===== src/rtl/led_pattern_ctrl.sv =====
// led_pattern_ctrl
// Mode/pattern sequencer for the board LED bank, fed by debounced active-low keys.
// Detects key presses, keeps mode/speed/direction, and steps OFF/STATIC/BLINK/
// CHASE/BREATHE patterns on a prescaled tick.
//
// Ports:
//   clk       system clock
//   rst       asynchronous reset, active-high
//   key_led   debounced LED keys, active-low: [0] faster, [1] slower, [2] dir toggle
//   key_mode  debounced mode key, active-low
//   led       LED drive, active-high, registered
//   mode      0 OFF, 1 STATIC, 2 BLINK, 3 CHASE, 4 BREATHE
//   speed     speed level 0..7 (steps take 8-speed ticks)
//   dir       chase direction, 0 = toward MSB, 1 = toward LSB
//
// Build option: define AUTO_CYCLE_EN to auto-advance the mode every AUTO_STEPS
// steps while in modes 1..4.
//
// state     | meaning
// M_OFF     | all LEDs off
// M_STATIC  | all LEDs on
// M_BLINK   | all LEDs follow blink phase, toggled per step
// M_CHASE   | one-hot position rotated per step
// M_BREATHE | PWM duty ramps 0..15..0, one value per step
module led_pattern_ctrl #(
    parameter int LED_W      = 8,
    parameter int TICK_DIV   = 50000,
    parameter int AUTO_STEPS = 32
) (
    input  logic             clk,
    input  logic             rst,
    input  logic [2:0]       key_led,
    input  logic             key_mode,
    output logic [LED_W-1:0] led,
    output logic [2:0]       mode,
    output logic [2:0]       speed,
    output logic             dir
);

    localparam int PW = $clog2(TICK_DIV);

    if (LED_W < 2 || TICK_DIV < 2 || AUTO_STEPS < 1) begin : g_param_check
        $error("led_pattern_ctrl: illegal parameter value");
    end

    typedef enum logic [2:0] {
        M_OFF     = 3'd0,
        M_STATIC  = 3'd1,
        M_BLINK   = 3'd2,
        M_CHASE   = 3'd3,
        M_BREATHE = 3'd4
    } mode_t;

    mode_t             mode_q, mode_key, mode_nxt;
    logic [2:0]        hist_led, press_led, speed_nxt;
    logic              hist_mode, press_mode, dir_nxt;
    logic [PW-1:0]     pre_cnt;
    logic [2:0]        step_cnt;
    logic              tick, key_change, change, step_fire;
    logic              phase, duty_down;
    logic [LED_W-1:0]  pos;
    logic [3:0]        duty, pwm_cnt;

    assign mode = mode_q;

    always_comb begin
        press_led  = hist_led & ~key_led;
        press_mode = hist_mode & ~key_mode;

        mode_key = mode_q;
        if (press_mode)
            mode_key = (mode_q == M_BREATHE) ? M_OFF : mode_t'(mode_q + 3'd1);

        // Opposing speed presses in one cycle cancel out.
        speed_nxt = speed;
        if (press_led[0] && !press_led[1] && speed != 3'd7)
            speed_nxt = speed + 3'd1;
        else if (press_led[1] && !press_led[0] && speed != 3'd0)
            speed_nxt = speed - 3'd1;

        dir_nxt    = dir ^ press_led[2];
        key_change = (mode_key != mode_q) || (speed_nxt != speed);
        tick       = (pre_cnt == PW'(TICK_DIV - 1));
        // A key-driven restart of the time base swallows a coincident step.
        step_fire  = tick && (step_cnt == 3'd7 - speed) && !key_change;
    end

`ifdef AUTO_CYCLE_EN
    localparam int AW = $clog2(AUTO_STEPS + 1);
    logic [AW-1:0] auto_cnt;
    logic          auto_adv;

    always_comb begin
        auto_adv = step_fire && (mode_q != M_OFF) && !(|press_led) && !press_mode
                   && (auto_cnt == AW'(AUTO_STEPS - 1));
        mode_nxt = mode_key;
        if (auto_adv)
            mode_nxt = (mode_q == M_BREATHE) ? M_STATIC : mode_t'(mode_q + 3'd1);
    end

    always_ff @(posedge clk or posedge rst) begin
        if (rst)
            auto_cnt <= '0;
        else if ((|press_led) || press_mode || change)
            auto_cnt <= '0;
        else if (step_fire && mode_q != M_OFF)
            auto_cnt <= auto_cnt + 1'b1;
    end
`else
    assign mode_nxt = mode_key;
`endif

    assign change = (mode_nxt != mode_q) || (speed_nxt != speed);

    always_ff @(posedge clk or posedge rst) begin
        if (rst) begin
            hist_led  <= 3'b111;
            hist_mode <= 1'b1;
            mode_q    <= M_OFF;
            speed     <= 3'd3;
            dir       <= 1'b0;
            pre_cnt   <= '0;
            step_cnt  <= '0;
            phase     <= 1'b1;
            pos       <= LED_W'(1);
            duty      <= 4'd0;
            duty_down <= 1'b0;
            pwm_cnt   <= 4'd0;
            led       <= '0;
        end else begin
            hist_led  <= key_led;
            hist_mode <= key_mode;
            mode_q    <= mode_nxt;
            speed     <= speed_nxt;
            dir       <= dir_nxt;
            pwm_cnt   <= pwm_cnt + 4'd1;

            if (change) begin
                pre_cnt  <= '0;
                step_cnt <= '0;
            end else begin
                pre_cnt <= tick ? '0 : pre_cnt + 1'b1;
                if (tick)
                    step_cnt <= (step_cnt == 3'd7 - speed) ? 3'd0 : step_cnt + 3'd1;
            end

            if (mode_nxt != mode_q) begin
                case (mode_nxt)
                    M_BLINK:   phase <= 1'b1;
                    M_CHASE:   pos   <= dir_nxt ? {1'b1, {(LED_W-1){1'b0}}} : LED_W'(1);
                    M_BREATHE: begin
                        duty      <= 4'd0;
                        duty_down <= 1'b0;
                    end
                    default: ;
                endcase
            end else if (step_fire) begin
                case (mode_q)
                    M_BLINK: phase <= ~phase;
                    M_CHASE: pos <= dir ? {pos[0], pos[LED_W-1:1]}
                                        : {pos[LED_W-2:0], pos[LED_W-1]};
                    M_BREATHE: begin
                        // Reversing at an end moves straight to the neighbour value,
                        // so 0 and 15 each last exactly one step.
                        if (!duty_down) begin
                            if (duty == 4'd15) begin
                                duty_down <= 1'b1;
                                duty      <= 4'd14;
                            end else begin
                                duty <= duty + 4'd1;
                            end
                        end else begin
                            if (duty == 4'd0) begin
                                duty_down <= 1'b0;
                                duty      <= 4'd1;
                            end else begin
                                duty <= duty - 4'd1;
                            end
                        end
                    end
                    default: ;
                endcase
            end

            case (mode_q)
                M_STATIC:  led <= '1;
                M_BLINK:   led <= {LED_W{phase}};
                M_CHASE:   led <= pos;
                M_BREATHE: led <= {LED_W{pwm_cnt < duty}};
                default:   led <= '0;
            endcase
        end
    end

endmodule


===== config.mk =====
export PLATFORM = sky130hd
export DESIGN_NAME = led_pattern_ctrl
export DESIGN_NICKNAME = d
export VERILOG_FILES = /design/src/rtl/led_pattern_ctrl.sv
export SDC_FILE = /design/constraint.sdc
export NUM_CORES = 1
export LEC_CHECK = 0
export ABC_AREA = 1
export BUFFER_PORTS_ARGS = -buffer_cell sky130_fd_sc_hd__buf_2
export CORE_MARGIN = 3
export CORE_UTILIZATION = 43
export CTS_CLUSTER_SIZE = 14
export DETAILED_ROUTE_END_ITERATION = 10
export GPL_TIMING_DRIVEN = 0
export PLACE_DENSITY = 0.66
export SYNTH_ARGS = -nofsm -noshare
export SYNTH_HDL_FRONTEND = slang
export SYNTH_SLANG_ARGS = --single-unit

===== constraint.sdc =====
create_clock -name clk -period 2.3 [get_ports clk]
set_clock_uncertainty 0.15 [all_clocks]
set_input_delay 0.345 -clock clk [delete_from_list [all_inputs] [get_ports clk]]
set_output_delay 0.345 -clock clk [all_outputs]
set_load 0.005 [all_outputs]

==> flow_metrics.tcl, run 1 <==
set metrics [dict create \
    status "finished clean" \
    slew_headroom_pct 50.59 \
    max_stage_delay_ns 0.62 \
    synth_top_cell_by_area "dfrtp_1" \
    maxCapViolCount 0 \
    antenna_found_initial 0 \
    p_leak_uw 0.001828 \
    maxSlewViolCount 0 \
    final_cells 515 \
    switchingPower_uw 1004 \
    die_h_um 92.21 \
    numPortBuffers 20 \
    ios 21 \
    row_count 30 \
    period_minus_slack_ns 2.083 \
    grt_pass1_wl_um 11340 \
    vdd_drop_max_v 0.0004246 \
    gr-total-overflow 0 \
    clk_pin_slew_ns 0.10 \
    clock-sinks 56 \
    synthTopCellsByArea "dfrtp_1 38%, nand2_1 10%, ha_1 6.7%" \
    critPathCaptureType "flop" \
    finalSetupTns_ns 0 \
    ys_async_sr_fraction_pct 100.0 \
    critPathSlowestCell "o2111ai_1" \
    cts_buffers 5 \
    power_density_mw_per_mm2 768.9 \
    clock_path_buffers 2 \
    grt_use_total_pct 16.41 \
    dp.cells 502 \
    cts-root-buf "clkbuf_8" \
    placed_cell_area_mm2 0.003436 \
    wire_per_inst_um 12.38 \
    routed_wl_um 6375 \
    fmax_ghz 0.4802 \
    combPwrFrac_pct 33.1 \
    fp.dieW_um 92.21 \
    nets 441 \
    rsz0062_at_grt "false" \
    hold_viol 0 \
    drc 0 \
    grt_max_degree 43 \
    setup_violations 0 \
    switching_share_pct 36.56 \
    crit_type "reg -> reg" \
    postSynthCellCount 385 \
    p_int_uw 1742 \
    yosys_warnings 0 \
    timing.final.ws_setup_ns 0.2175 \
    min_path_cells 1 \
    ff2ff_path_depth 5 \
    pwr-share-clk_pct 19.0 \
    dieArea_mm2 0.008502 \
    start_kind "flop" \
    avgSynthCellArea_um2 8.300 \
    grt_pass1_vias 2473 \
    syn_area_mm2 0.003196 \
    hp-class "reg -> reg" \
    final_layout_size_suffix_gt1_share_pct 18.14 \
    synthToLayoutAreaGrowth_pct 11.75 \
    n_fill_cell 689 \
    synth_seq_cells 56 \
    cp.required_ns 2.29 \
    synth_top_flop_cell "dfrtp_1" \
    dp_hpwl_um 4713 \
    yosysSeqAreaShare_pct 44.17 \
    yosysTopAreaCellShare_pct 37.59 \
    hold_slack_ns 0.3135 \
    seqPwrFrac_pct 47.9 \
    cts_tree "built" \
    post_cts_buffers 0 \
    ys_types 34 \
    critical_path.cell_chain "inv_1, ha_1, nand2_1, o2111ai_1, nand2_1" \
    ant_nets 0 \
    drtIter0Drc 152 \
    dr.pass1.iters 5 \
    arrival_ns 2.07 \
    core_area_mm2 0.006982 \
    gp_congestion 0.8549 \
    vias_per_cell 4.994 \
    worst-path-max-fanout 8 \
    insertion_delay_ns 0.31 \
    diodes 0 \
    htree_num_levels 2 \
    min_period_over_period_pct 90.54 \
    synth-edff-count 0 \
    crit_path_frequent_cell "nand2_1" \
    fin_area_mm2 0.003571 \
    place_ws_ns 0.2338 \
    num_vias 2572 \
    worst_pin_slew_ns 0.7404 \
    initial_core_util_pct 45.77 \
    synth_fp_nets 408 \
]
## worst max-delay path: cells and delay by family, from the launching register on
| kind | cells | cell delay [ns] |
|---|---|---|
| AO/OA/AOI/OAI | 1 | 0.62 |
| adder cells (fa/ha/maj) | 1 | 0.31 |
| buffers and inverters | 1 | 0.13 |
| flip-flops | 1 | 0.45 |
| AND/OR/NAND/NOR | 2 | 0.25 |
## cells in the mapped netlist, types with 2 or more instances
cell,count
a21oi_1,20
a31oi_1,2
buf_2,2
buf_4,2
clkbuf_1,2
dfrtp_1,48
dfstp_2,8
ha_1,17
inv_1,42
inv_2,9
nand2_1,89
nand2_2,4
nand3_1,28
nand3_2,5
nand3_4,3
nand4_1,15
nor2_1,33
nor2_2,4
nor2_4,4
nor3_2,3
o211ai_1,2
o21ai_0,11
o21ai_1,8
xnor2_1,3
xor2_1,12
## final cells by class
cell class                 instances  area [um^2]  area share, %
clock buffer                       7        76.32          2.137
tap                               96        120.1          3.364
sequential                        56         1411          39.52
buffer                             7        43.79          1.226
multi-input combinational        271         1549          43.38
timing repair buffer              26        170.2          4.765
inverter                          51        191.4          5.361
clock inverter                     1        8.758         0.2453
## worst paths after layout
path,slack (ns),end,from
worst max-delay path,0.22,led[4],duty[3]
worst min-delay path,0.31,pre_cnt[0],pre_cnt[0]
worst max register to register,0.22,led[4],duty[3]
worst min register to register,0.31,pre_cnt[0],pre_cnt[0]
max in group asynchronous,1.03,pos[0],rst
min in group asynchronous,0.39,pwm_cnt[3],rst
## logic make-up after synthesis
family / Yosys count / synth area share, %
compound gates: 47 / 7.988
buf+inv: 58 / 7.361
flops: 56 / 44.17
simple gates: 192 / 29.72
fa+ha+maj: 17 / 6.656
xor+xnor: 15 / 4.111
## layout by cell type, fill, tap and decap left out
master and count:
inv_2 10, buf_4 2, dfrtp_1 48, o211ai_1 2, buf_2 22, o21ai_0 11, or2_2 1, ha_1 17
clkbuf_8 5, nand2_1 89, o2111ai_1 1, dlygate4sd3_1 5, inv_1 41, nand3_4 3, clkbuf_1 4, nand3_1 28
nor2_4 4, a21oi_1 20, dfstp_2 8, xnor2_1 3, a31oi_1 2, o21bai_1 1, a22oi_1 1, nor2_2 4
xor2_1 12, nor3_2 3, nand2_2 4, nand3_2 5, clkinv_4 1, nand4_1 15, buf_12 1, and3_1 1
nor2_1 33, nand4_2 1, o21ai_2 1, nor3_1 1, buf_6 1, o21ai_1 8
## flip-flops by register name, summed over array words and instances, names as in the netlist
| name | cells |
|---|---|
| dir | 1 |
| duty | 4 |
| duty_down | 1 |
| hist_led | 3 |
| hist_mode | 1 |
| led | 8 |
| mode | 3 |
| phase | 1 |
| pos | 8 |
| pre_cnt | 16 |
| pwm_cnt | 4 |
| speed | 3 |
| step_cnt | 3 |
## timing repair
action | CTS | global route
hold endpoints to repair | 14 | 0
hold buffers | 5 | 0
gates resized for setup | 0 | 0
## power by group through the flow
stage | combinational (uW) | clock [uW] | sequential, uW
final | 908 | 523 | 1320
after CTS | 925 | 551 | 1310
after global placement | 887 | 0 | 1330
after detailed placement | 913 | 0 | 1330
after global routing | 1050 | 595 | 1340
after floorplan | 615 | 0 | 1320
## metrics by stage
| step | util [%] | power (uW) |
|---|---|---|
| floorplan | - | 1937 |
| global placement | 48.92 | 2216 |
| detailed placement | 49.21 | 2246 |
| CTS | 51.15 | 2791 |
| global route | 51.15 | 2983 |
| finish | 51.15 | 2746 |
## layer usage
layer | global-route usage [%] | up-vias | part of all wire [%]
met3 | 3.445 | 7 | 4.0
met2 | 26.16 | 58 | 47
met1 | 22.16 | 1192 | 47
met4 | 5.569 | 0 | 1.5
li1 | - | 1315 | -
met5 | 0 | - | 0
Note: power is estimated with default switching activity, not from simulation.
==> inputs of run 2 (changes only) <==
--- a/config.mk
+++ b/config.mk
@@ -13,6 +13,8 @@
 export DETAILED_ROUTE_END_ITERATION = 10
 export GPL_TIMING_DRIVEN = 0
 export PLACE_DENSITY = 0.66
+export REMOVE_ABC_BUFFERS = 1
+export SLEW_MARGIN = 20
 export SYNTH_ARGS = -nofsm -noshare
 export SYNTH_HDL_FRONTEND = slang
 export SYNTH_SLANG_ARGS = --single-unit
==> run 2 against run 1 <==
  * The flow now finishes with violations (hold timing)
  * Via count decreased by 1.7%
  * Cell count decreased by 1.7%
  * Flip-flop and latch count unchanged
  * Worst setup slack got worse by 0.017 ns
  * Fmax decreased by 0.82%
  * Clock-buffer cell count decreased by 1
  * Register-to-register slack got worse by 0.02 ns
  * Sequential power about the same
  * Die area unchanged
  * Routed wire length decreased by 4.0%
  * Non-clock buffer count decreased by 9
  * Critical path depth increased by 5
  * Critical endpoint is now duty[1]
  * Largest cell class unchanged
  * Largest power group unchanged
==> flow_metrics.tcl, run 2 (same netlist as run 1, synthesis figures left out) <==
set metrics [dict create \
    vias_per_cell 4.996 \
    finalSetupTns_ns 0 \
    dp.cells 494 \
    fin_area_mm2 0.003515 \
    n_fill_cell 684 \
    grt_pass1_vias 2371 \
    setup_violations 0 \
    synthToLayoutAreaGrowth_pct 9.984 \
    power_density_mw_per_mm2 787.2 \
    hold_slack_ns -0.01971 \
    start_kind "flop" \
    post_cts_buffers 0 \
    ant_nets 0 \
    clk_pin_slew_ns 0.10 \
    failed_checks "hold timing" \
    final_cells 506 \
    period_minus_slack_ns 2.100 \
    die_h_um 92.21 \
    ff2ff_path_depth 10 \
    total_power_uw 2767 \
    gp_congestion 0.8478 \
    arrival_ns 2.20 \
    cts_buffers 5 \
    maxSlewViolCount 0 \
    critPathCaptureType "flop" \
    dr.pass1.iters 4 \
    gr-total-overflow 0 \
    min_period_over_period_pct 91.30 \
    routed_wl_um 6123 \
    grt_use_total_pct 15.97 \
    worst-path-max-fanout 14 \
    cts_tree "built" \
    maxCapViolCount 0 \
    largest_register_ff_count 16 \
    insertion_delay_ns 0.31 \
    regMostFlops "pre_cnt" \
    cts-root-buf "clkbuf_8" \
    drc 0 \
    slew_headroom_pct 54.46 \
    drtIter0Drc 173 \
    fmax_ghz 0.4762 \
    core_area_mm2 0.006982 \
    num_vias 2528 \
    fp.dieW_um 92.21 \
    clock_path_buffers 2 \
    antenna_found_initial 0 \
    hp-class "in -> async" \
    p_leak_uw 0.001797 \
    nets 432 \
    worst_pin_slew_ns 0.6831 \
    rsz0062_at_grt "false" \
    wire_per_inst_um 12.10 \
    dp_hpwl_um 4510 \
    reg_top3 "pre_cnt x16, led x8, pos x8" \
    hold_viol 32 \
    clock-sinks 56 \
    row_count 30 \
    final_cell_mix "88 x nand2_1, 48 x dfrtp_1, 41 x inv_1, 33 x nor2_1, 28 x nand3_1" \
    final_layout_size_suffix_gt1_share_pct 17.80 \
    numPortBuffers 20 \
    diodes 0 \
    vdd_drop_max_v 0.0004848 \
    final_util_pct 50.34 \
    initial_core_util_pct 45.77 \
    grt_pass1_wl_um 11030 \
    htree_num_levels 2 \
    ios 21 \
    placed_cell_area_mm2 0.003374 \
    dieArea_mm2 0.008502 \
    final_common_cell "nand2_1" \
    cp.required_ns 2.40 \
    grt_max_degree 57 \
    crit_type "reg -> reg" \
    status "finished with violations" \
]
[run 2: layout make-up]
class,count,area (um^2),area share [%]
inverters,51,198.9,5.660
clock inverters,2,10.01,0.2848
well taps,96,120.1,3.418
flip-flops and latches,56,1411,40.16
multi-input cells,271,1551,44.14
repair buffers,24,140.1,3.987
clock buffers,6,82.58,2.350
[run 2: what timing repair did]
action                     CTS  global route
hold endpoints to repair     4             0
resized for setup            0             4
hold buffers                 4             0
setup endpoints to repair    0             6
[run 2: worst max-delay path, stage by stage (launching register included)]
cell and delay (ns):
dfstp_2 0.60, ha_1 0.16, ha_1 0.15, inv_1 0.05, nand3_2 0.14, nand3_4 0.15, inv_4 0.19, nand3_2 0.16
nand2_1 0.15, nand2_1 0.07, nand2_1 0.06
[run 2: layer usage]
metal  vias up  track usage, %  routed length [um]  share of wire [%]
li1       1302               -                   -                  -
met1      1173           22.93                3118                 51
met2        44           24.64                2700                 44
met3         9           2.461                 205                3.3
met4         0           5.198                  99                1.6
met5         -               0                   0                  0
[run 2: worst paths after layout]
check | from | to | slack, ns
max reg2reg | speed[1] | duty[1] | 0.20
min reg2reg | pre_cnt[0] | pre_cnt[0] | 0.31
max in group asynchronous | rst | mode[1] | 1.56
max | speed[1] | duty[1] | 0.20
min | rst | duty[3] | -0.02
min in group clk | pre_cnt[0] | pre_cnt[0] | 0.31
[run 2: power breakdown]
part | leakage, uW | internal [uW] | total [uW] | switching (uW)
clock | 0.0000510 | 241 | 556 | 314
combinational | 0.00102 | 331 | 871 | 540
sequential | 0.000727 | 1180 | 1340 | 160
total | 0.00180 | 1750 | 2770 | 1010
[run 2: metrics by stage]
step                setup WS, ns  hold WS (ns)
floorplan                 0.4270        0.1995
global placement         -0.2946        0.2965
detailed placement        0.1448        0.3019
CTS                     0.005462       0.02065
global route             0.06508       0.04103
finish                    0.2002      -0.01971
==> inputs of run 3 (changes only) <==
--- a/config.mk
+++ b/config.mk
@@ -11,7 +11,6 @@
 export CORE_UTILIZATION = 43
 export CTS_CLUSTER_SIZE = 14
 export DETAILED_ROUTE_END_ITERATION = 10
-export GPL_TIMING_DRIVEN = 0
 export PLACE_DENSITY = 0.66
 export REMOVE_ABC_BUFFERS = 1
 export SLEW_MARGIN = 20
==> run 3 against run 2 <==
  * The run now ends clean
  * Sequential share of layout area shrank 0.51 points
  * Critical path depth unchanged
  * Clock-buffer cell count rose by 1
  * Utilization up 0.65 points
  * Critical path type unchanged
  * Combinational power grew 2.4%
  * Sequential power is essentially flat
  * Die area stayed put
==> flow_metrics.tcl, run 3 (same netlist as run 1, synthesis figures left out) <==
set metrics [dict create \
    status "finished clean" \
    maxSlewViolCount 0 \
    cts-root-buf "clkbuf_8" \
    worst-path-max-fanout 14 \
    dr.pass1.iters 4 \
    final_common_cell "nand2_1" \
    crit_path_frequent_cell "nand2_1" \
    drc 0 \
    dp_hpwl_um 4875 \
    hp-class "reg -> reg" \
    power_density_mw_per_mm2 783.5 \
    num_vias 2527 \
    vdd_drop_max_v 0.0004664 \
    n_fill_cell 677 \
    cts_buffers 5 \
    worstHoldStart "pre_cnt[0]" \
    grt_pass1_vias 2520 \
    htree_num_levels 2 \
    ff2ff_path_depth 10 \
    initial_core_util_pct 45.77 \
    crit_buf_inv 2 \
    arrival_ns 2.17 \
    gp_congestion 0.8491 \
    diodes 0 \
    min_period_over_period_pct 89.38 \
    start_kind "flop" \
    critical_path.cell_chain "ha_1, ha_1, inv_1, nand3_2, nand3_4, inv_2, nand3_2, nand2_1, nand2_1, nand2_1" \
    critPathCaptureType "flop" \
    cp.required_ns 2.41 \
    critPathSlowestCell "dfstp_2" \
    ios 21 \
    r2r-start "speed[1]" \
    antenna_found_initial 0 \
    hold_buffers 5 \
    fmax_ghz 0.4864 \
    grt_use_total_pct 16.40 \
    min_path_cells 1 \
    largest_register_ff_count 16 \
    cts-resized-gates 0 \
    fin_area_mm2 0.003560 \
    placed_cell_area_mm2 0.003415 \
    row_count 30 \
    slew_headroom_pct 63.81 \
    reg_top3 "pre_cnt x16, led x8, pos x8" \
    clock_path_buffers 2 \
    grt_max_degree 34 \
    worst_pin_slew_ns 0.5421 \
    synthToLayoutAreaGrowth_pct 11.39 \
    crit_type "reg -> reg" \
    rsz0062_at_grt "false" \
    wire_per_inst_um 12.56 \
    regMostFlops "pre_cnt" \
    ant_nets 0 \
    clk_pin_slew_ns 0.10 \
    setup_violations 0 \
    numPortBuffers 20 \
    die_h_um 92.21 \
    hold_end "pre_cnt[0]" \
    drtIter0Drc 113 \
    final_layout_size_suffix_gt1_share_pct 18.07 \
    routed_wl_um 6418 \
    path_delay_family "simple AND/OR/NAND/NOR gates" \
    hold_viol 0 \
    r2r_end "duty[1]" \
    finalSetupTns_ns 0 \
    period_minus_slack_ns 2.056 \
    final_cell_mix "89 x nand2_1, 48 x dfrtp_1, 41 x inv_1, 33 x nor2_1, 28 x nand3_1" \
    cts_tree "built" \
    fp.dieW_um 92.21 \
    total_power_uw 2789 \
    max_stage_delay_ns 0.59 \
    nets 437 \
    maxCapViolCount 0 \
    insertion_delay_ns 0.32 \
    gr-total-overflow 0 \
    post_cts_buffers 0 \
    vias_per_cell 4.945 \
    core_area_mm2 0.006982 \
    grt_pass1_wl_um 11280 \
    clock-sinks 56 \
    p_leak_uw 0.001820 \
    dieArea_mm2 0.008502 \
    reg2reg_slack_ns 0.24 \
]
run 3: metal layers:
metal  share of wire, %  global-route usage (%)  wire (um)
met1                 50                   21.98       3178
met2                 47                   26.70       2992
met3                2.3                   2.625        147
met4                1.5                   6.064         99
met5                  0                       0          0
run 3: area by class of cell:
class                           count  area (um^2)  share of cell area [%]
Multi-Input combinational cell    271         1549                   43.52
Tap cell                           96        120.1                   3.374
Timing Repair Buffer               29        192.7                   5.413
Clock inverter                      1        8.758                  0.2460
Clock buffer                        7        86.33                   2.425
Inverter                           51        191.4                   5.378
Sequential cell                    56         1411                   39.65
run 3: worst max path at each step:
stage | start | endpoint | slack, ns | depth (start not counted)
after floorplan | speed[0] | duty[1] | 0.43 | 10
after global placement | speed[0] | duty[3] | 0.33 | 10
after detailed placement | speed[0] | duty[3] | 0.26 | 10
after CTS | speed[0] | duty[3] | 0.23 | 10
after global routing | speed[0] | duty[1] | 0.07 | 10
final | speed[1] | duty[1] | 0.24 | 10
run 3: stage by stage:
step	util, %	hold slack [ns]	instances	worst slack [ns]
2_1_floorplan	-	0.1995	378	0.4270
3_3_place_gp	48.91	0.2630	498	0.3258
3_5_place_dp	48.91	0.2771	498	0.2566
4_1_cts	50.99	0.3177	511	0.2329
5_1_grt	50.99	0.3351	511	0.07290
6_report	50.99	0.3228	511	0.2442
run 3: where the power goes:
part           switching (uW)  total (uW)  internal [uW]  leakage (uW)
sequential                150        1330           1180      0.000727
clock                     320         568            248     0.0000484
combinational             555         892            337       0.00104
total                    1030        2790           1760       0.00182
